`config.mk`:
```
export PLATFORM = sky130hd
export DESIGN_NAME = regfile_mp
export DESIGN_NICKNAME = d
export VERILOG_FILES = /design/src/rtl/regfile_mp.sv
export SDC_FILE = /design/constraint.sdc
export NUM_CORES = 2
export LEC_CHECK = 0
export CAP_MARGIN = 0
export CELL_PAD_IN_SITES_DETAIL_PLACEMENT = 0
export CELL_PAD_IN_SITES_GLOBAL_PLACEMENT = 1
export CORE_ASPECT_RATIO = 2
export CORE_UTILIZATION = 50
export CTS_CLUSTER_SIZE = 40
export DETAILED_ROUTE_END_ITERATION = 6
export PLACE_DENSITY_LB_ADDON = 0.2
export SLEW_MARGIN = 20
export SYNTH_ARGS = -nofsm -noshare
export SYNTH_HDL_FRONTEND = slang
export SYNTH_SLANG_ARGS = --single-unit
```
`constraint.sdc`:
```
create_clock -name clk -period 10.7 [get_ports clk]
set_input_delay 1.07 -clock clk [delete_from_list [all_inputs] [get_ports clk]]
set_output_delay 1.07 -clock clk [all_outputs]
set_load 0.01 [all_outputs]
```
`src/rtl/regfile_mp.sv`:
```
// Parametrised multi-port register file with write-first bypass and a per-register pending-write scoreboard.
// Optional debug read port enabled by defining REGFILE_DBG_PORT_EN.
module regfile_mp #(
   parameter int DATA_W = 32,
   parameter int ADDR_W = 5,
   parameter int NREAD  = 2,
   parameter int NWRITE = 1
) (
   input  logic                     clk,
   input  logic                     startin_n,
   input  logic [NREAD*ADDR_W-1:0]  rd_addr,
   output logic [NREAD*DATA_W-1:0]  rd_data,
   output logic [NREAD-1:0]         rd_busy,
   input  logic [NWRITE-1:0]        wr_en,
   input  logic [NWRITE*ADDR_W-1:0] wr_addr,
   input  logic [NWRITE*DATA_W-1:0] wr_data,
   input  logic                     rsv_en,
   input  logic [ADDR_W-1:0]        rsv_addr,
   output logic [ADDR_W:0]          pend_cnt
`ifdef REGFILE_DBG_PORT_EN
   ,
   input  logic [ADDR_W-1:0]        dbg_regNo,
   output logic [DATA_W-1:0]        dbg_val
`endif
);

   localparam int DEPTH = 1 << ADDR_W;

   // No stalls or handshakes: every write and reservation is accepted in the cycle it is presented.
   logic [DATA_W-1:0] mem [DEPTH];
   logic [DEPTH-1:0]  busy;
   logic [DEPTH-1:0]  busy_nxt;
   logic [ADDR_W:0]   cnt_nxt;

   // Entry 0 is never written and its busy bit is never set, so it reads as 0 / not busy.
   for (genvar i = 0; i < NREAD; i++) begin : g_rd
      logic [ADDR_W-1:0] ra;
      logic [DATA_W-1:0] d;
      logic              b;

      assign ra = rd_addr[i*ADDR_W +: ADDR_W];

      always_comb begin
         d = mem[ra];
         b = busy[ra];
         for (int k = 0; k < NWRITE; k++) begin
            if (wr_en[k] && (ra != '0) && (wr_addr[k*ADDR_W +: ADDR_W] == ra)) begin
               d = wr_data[k*DATA_W +: DATA_W];
               b = 1'b0;
            end
         end
      end

      assign rd_data[i*DATA_W +: DATA_W] = d;
      assign rd_busy[i]                  = b;
   end

   // Reservation is applied after the write clears, so a same-cycle re-issue keeps the register pending.
   always_comb begin
      busy_nxt = busy;
      for (int k = 0; k < NWRITE; k++) begin
         if (wr_en[k]) begin
            busy_nxt[wr_addr[k*ADDR_W +: ADDR_W]] = 1'b0;
         end
      end
      if (rsv_en) begin
         busy_nxt[rsv_addr] = 1'b1;
      end
      busy_nxt[0] = 1'b0;

      cnt_nxt = '0;
      for (int j = 0; j < DEPTH; j++) begin
         cnt_nxt = cnt_nxt + {{ADDR_W{1'b0}}, busy_nxt[j]};
      end
   end

   // Later ports are assigned last, so the highest-index writer wins a same-address conflict.
   always_ff @(posedge clk) begin
      if (!startin_n) begin
         for (int j = 0; j < DEPTH; j++) begin
            mem[j] <= '0;
         end
         busy     <= '0;
         pend_cnt <= '0;
      end else begin
         for (int k = 0; k < NWRITE; k++) begin
            if (wr_en[k] && (wr_addr[k*ADDR_W +: ADDR_W] != '0)) begin
               mem[wr_addr[k*ADDR_W +: ADDR_W]] <= wr_data[k*DATA_W +: DATA_W];
            end
         end
         busy     <= busy_nxt;
         pend_cnt <= cnt_nxt;
      end
   end

`ifdef REGFILE_DBG_PORT_EN
   assign dbg_val = mem[dbg_regNo];
`endif

endmodule

```
* After elaboration in Yosys (flattened, before gate mapping)
Memory sizes are Yosys's and may differ from the RTL's.
Cells that the tools add are included.
** Storage, ports and cells
- Memories kept :: 1
- Bits in writable memories :: 1024
- Word-level logic and storage cells :: 77
- Register bits after elaboration :: 38
** Memory list
- mem :: depth 32, width 32, read ports 2, clocked after Yosys merged registers in 0, write ports 32, RTL line 30 : logic [DATA_W-1:0] mem [DEPTH];
** Cells by class
- Add/sub/neg operators :: 30
- Equality and inequality tests :: 2
- Bitwise gates (word level) :: 3
- Reductions and logical operators :: 11
- Muxes and demuxes :: 21
- $lt $le $gt $ge :: 6
** Operators with widths (number)
- $mux W32 :: 5
- $add A6 B1 Y6 :: 25
- $and A32 B32 Y32 :: 1
- $not A32 Y32 :: 1
- $or A32 B32 Y32 :: 1
- $reduce_or A32 Y1 :: 1
- $lt A5 B6 Y1 const B :: 4
- $reduce_bool A5 Y1 :: 3
- $mux W1 :: 11
- $bmux W1 S5 :: 2
- $demux W1 S5 :: 2
- $eq A5 B5 Y1 :: 2
- $ge A5 B1 Y1 const B :: 2
- $logic_and A1 B1 Y1 :: 7
- $add A5 B1 Y6 :: 1
- $add A4 B1 Y5 :: 1
- $mux W5 :: 1
- $add A3 B1 Y4 :: 1
- $add A2 B1 Y3 :: 1
- $add A1 B1 Y2 :: 1

* Depth between registers and ports, before layout
- Depth in word-level cells :: 39
- Gate-level depth with buffers :: 22
- Mapped depth without buffers :: 20

* Least setup slack after synthesis
No wires, ideal clock.
- Path type :: input port to flip-flop
- From :: input wr_addr[4]
- To :: register pend_cnt[4]
- Setup time :: 128 ps
- Stages :: 21
- Arrival :: 6620 ps
- Path slack :: 3952 ps
- Data required time :: 10572 ps
- Buffers on the path :: 2
- Path through :: clkbuf_1 -> inv_1 -> nand3_1 -> clkbuf_1 -> o21ai_0 -> o21a_1 -> fa_1 -> inv_1 -> fa_1 -> inv_1 -> fa_1 -> inv_1 -> fa_1 -> fa_1 -> fa_1 -> fa_1 -> fa_1 -> a21o_1 -> a21oi_1 -> xor2_1 -> nor2_1
** Between the ends
- Longest elaborated chain between the ends :: 39
- Elaborated cells on any way between the ends :: 40
** RTL lines
- start: declaration :: RTL line 15 : input logic [NWRITE*ADDR_W-1:0] wr_addr,
- $lt A5 B6 Y1 (not written as such) / $ge A5 B1 Y1 (equally long branches) :: RTL line 63 : busy_nxt[wr_addr[k*ADDR_W +: ADDR_W]] = 1'b0;
- $logic_and A1 B1 Y1 (not written as such) :: RTL line 63
- $mux W1 (not written as such) :: RTL line 63
- $demux W1 S5 * :: RTL line 63
- $not A32 Y32 (no source line) *
- $and A32 B32 Y32 (no source line) *
- $mux W32 * :: RTL line 62 : if (wr_en[k]) begin
- $or A32 B32 Y32 (no source line)
- $mux W32 * :: RTL line 66 : if (rsv_en) begin
- $add A1 B1 Y2 :: RTL line 73 : cnt_nxt = cnt_nxt + {{ADDR_W{1'b0}}, busy_nxt[j]};
- $add A2 B1 Y3 :: RTL line 73
- $add A3 B1 Y4 :: RTL line 73
- $add A4 B1 Y5 :: RTL line 73
- $add A5 B1 Y6 :: RTL line 73
- $add A6 B1 Y6 (24 in a row) :: RTL line 73
- $add A6 B1 Y6 * :: RTL line 73
- end signal: assignment :: RTL line 92 : pend_cnt <= cnt_nxt;
- end: declaration :: RTL line 19 : output logic [ADDR_W:0] pend_cnt
Mark *: on every way between the ends. The rest lies on a longest branch, timed or not.
A chain may end at the register's enable or synchronous reset.

* Worst setup path after layout
- From :: input wr_addr[3]
- To :: register pend_cnt[4]
The elaborated chain is that of the path after synthesis.

==> flow_summary_export.csv <==
group,metric,value,unit
placed_design,port_buffers,127,
timing,post-route-min-period,7156,ps
drt,wl_per_cell,39.84,um
yosys,synth_area,0.05740,sq mm
final_layout,fillers,9039,
yosys,yosys.area_share.adder,0.9547,%
cts,postCtsSetupBuffers,0,
drt,final_antenna_net_count,0,
cts,holdBufCountCts,0,
timing,tightest_slew,1233,ps
cts,clkTransAtPathRegs,70,ps
setup_path,worstSetupPathType,"in -> reg",
placed_design,hpwlAfterDp,119900,um
cts,cts_resized,0,
outcome,status,"completed",
cts,cts_root_buf,"clkbuf_16",
final_layout,layout_commonest_cell,"edfxtp_1",
worst_hold_path,hold_path_class,"reg -> reg",
timing,slew_violations,0,
setup_path,worstSetupStartpoint,"wr_addr[3]",
placed_design,dpl.cell_count,5149,
yosys,syn-instance-count,3775,
yosys,ys.flop_type,"edfxtp_1",
power,p_leak,21.41,nW
cts,ctsHtreeMaxLevel,3,
setup_path,rr_endpoint,"pend_cnt[4]",
setup_path,endpoint_kind,"register",
setup_path,crit_slowest_cell,"nand2_1",
yosys,synth_enable_flop_cells,1024,
global_routing,grt_max_degree,128,
timing,finalCritPeriodShare,66.88,%
die,die_w,241.6,um
cts,cts.sinks,1061,
setup_path,arrival,7720,ps
drt,vias,37020,
yosys,synth.distinct_cells,54,
setup_path,rr_worst_depth,17,
timing,setup_violations,0,
setup_path,r2r_start,"busy[16]",
final_layout,postLayoutCoreUtil,55.91,%
yosys,yosys.area_share.simple,13.59,%
drt,drt-total-wl,212800,um
setup_path,cp_max_fo,16,
die,die_area,0.1162,sq mm
timing,relSlewSlack,17.83,%
final_layout,area_growth,10.89,%
cts,clockBufferDepth,3,
die,ios,128,
timing,finalHoldViolCount,0,
global_routing,grt_pass1_wl,295700,um
drt,post-route-drc-count,0,
final_layout,layout-drive-gt1-share,24.95,%
yosys,muxShareOfSynthArea,24.01,%
yosys,synthXorXnorAreaFrac,0.1526,%
global_routing,grt_pass1_vias,38840,
die,placementRows,175,
timing,setup-tns-final,0,ps
drt,drt_iter0_markers,5227,
setup_path,crit_chain,"clkdlybuf4s50_1 > nor2_1 > nand2_1 > o21ai_0 > o21a_1 > fa_1 > inv_1 > fa_1 > inv_1 > fa_1 > inv_1 > fa_1 > fa_1 > fa_1 > fa_1 > fa_1 > a21o_1 > a21oi_1 > xor2_1 > nor2_1",
final_layout,stdcell_count,5343,
die,fp.coreArea,0.1139,sq mm
setup_path,critical_path.startpoint_type,"input pin",
setup_path,crit_required,11270,ps
setup_path,cp-endpoint,"pend_cnt[4]",
power,power.total,9.913,mW
final_layout,nets,3831,
timing,rsz0062_at_grt,"no",
yosys,ys_ff_latch,1061,
final_layout,mostFrequentLayoutCells,"edfxtp_1 (1024), and2_1 (980), mux4_2 (581), nor2_1 (134), buf_4 (119)",
setup_path,crit_buf_inv,4,
yosys,synth-compound-area-share,2.958,%
yosys,yosysWarnings,0,
setup_path,critPathMaxStageDelay,800,ps
cts,tritoncts,"built",
setup_path,crit_family,"adder cells",
yosys,syn_avg_cell_area,15.21,sq um
cts,cts_buffers,98,
die,die_h,481.2,um
setup_path,cp_common_cell,"fa_1",
global_routing,grt_remaining_overflow,0,
setup_path,reg2reg_slack,5190,ps
yosys,synth_seq_area_share,54.86,%
power,ir_drop,0.0001376,V
cts,clkLatencyLatePin,720,ps
global_routing,grt_usage,37.15,%
yosys,synth_top_family_by_area,"multiplexers",
yosys,synthArstFlopShare,0,%
die,initial_core_util,50.42,%
drt,via_per_inst,6.928,
placed_design,place.gp.congestion,0.8867,
timing,fmax,139.8,MHz
global_routing,antenna_found_initial,35,
job,maxCapViolations,0,
drt,first_pass_iters,6,
setup_path,crit_cells,20,
power,p_per_area,155.7,mW/mm^2
timing,clock-skew-final,18.38,ps
-- synth_stat cells (all sizes together), types with 3 or more instances --
library cell	count	share of area, %
inv	31	0.20
nand4b	11	0.17
or3b	5	0.076
clkbuf	271	1.8
nand3	12	0.11
mux2i	44	0.77
nor2b	9	0.098
o31ai	3	0.048
edfxtp	1024	54
nand2b	5	0.054
nand3b	12	0.16
xnor2	9	0.14
o21ai	82	0.71
or4	3	0.039
mux4	590	23
o221a	11	0.22
a22oi	45	0.59
a221oi	12	0.18
buf	137	1.5
o21a	14	0.18
dfxtp	37	1.3
a21oi	7	0.061
nor2	167	1.1
o2111ai	11	0.17
and2	981	11
ha	7	0.15
fa	23	0.80
nor3	68	0.59
o22ai	56	0.61
nand2	66	0.43
-- cells by family after synthesis --
group | Yosys count
AO/OA/AOI/OAI | 252
XOR/XNOR | 10
adder cells (fa/ha/maj) | 30
buffers and inverters | 439
flip-flops | 1061
multiplexers | 636
other | 1
AND/OR/NAND/NOR | 1346
-- routing by layer --
metal  vias up  part of all wire (%)  wire length [um]  GRT usage [%]
li1      14400                     -                 -              -
met1     19110                    31             66180          41.49
met2      2654                    50            105500          61.85
met3       831                    11             22850          9.222
met4        22                   8.5             18120          27.19
met5         -                 0.066               141              0
-- layout make-up --
type / count / area, sq um / share of cell area [%]
inverter: 31 / 117.6 / 0.1848
sequential: 1061 / 31490 / 49.47
antenna: 15 / 37.54 / 0.05897
clock buffer: 113 / 2551 / 4.008
tap: 1504 / 1882 / 2.956
timing repair buffer: 247 / 2221 / 3.489
clock inverter: 66 / 666.9 / 1.048
multi-input combinational: 2306 / 24690 / 38.78
-- worst min path at each step --
stage / start / to / slack [ps] / cells after the start
floorplan: busy[1] / busy[1] / 510 / 2
detailed placement: busy[1] / busy[1] / 590 / 2
global route: busy[1] / busy[1] / 640 / 2
CTS: busy[1] / busy[1] / 610 / 2
global placement: busy[1] / busy[1] / 590 / 2
finish: busy[1] / busy[1] / 590 / 2
-- worst reg2reg max path, delay by kind of cell, from the launching register on --
| family | cells | cell delay (ps) |
|---|---|---|
| fa+ha+maj | 8 | 3900 |
| buf+inv | 3 | 160 |
| simple gates | 1 | 60 |
| flops | 1 | 420 |
| compound gates | 4 | 680 |
| xor+xnor | 1 | 160 |
-- report_power, final --
group,internal [mW],total (mW),switching (mW)
logic,0.580,1.36,0.776
clock network,2.02,3.67,1.64
registers,4.78,4.89,0.112
-- flip-flops by register name, indices dropped and copies added, names as in the netlist --
name and count:
mem 1024, busy 31, pend_cnt 6
-- metrics by stage --
stage          area (sq um)  hold WS, ps  setup slack, ps
2_1_floorplan         57520        507.4             3952
3_3_place_gp          60380        586.8             2617
3_5_place_dp          60410        588.5             2617
4_1_cts               63630        605.2             3344
5_1_grt               63620        643.8             3222
6_report              63650        594.9             3544
Power figures use the tool's default switching activity.
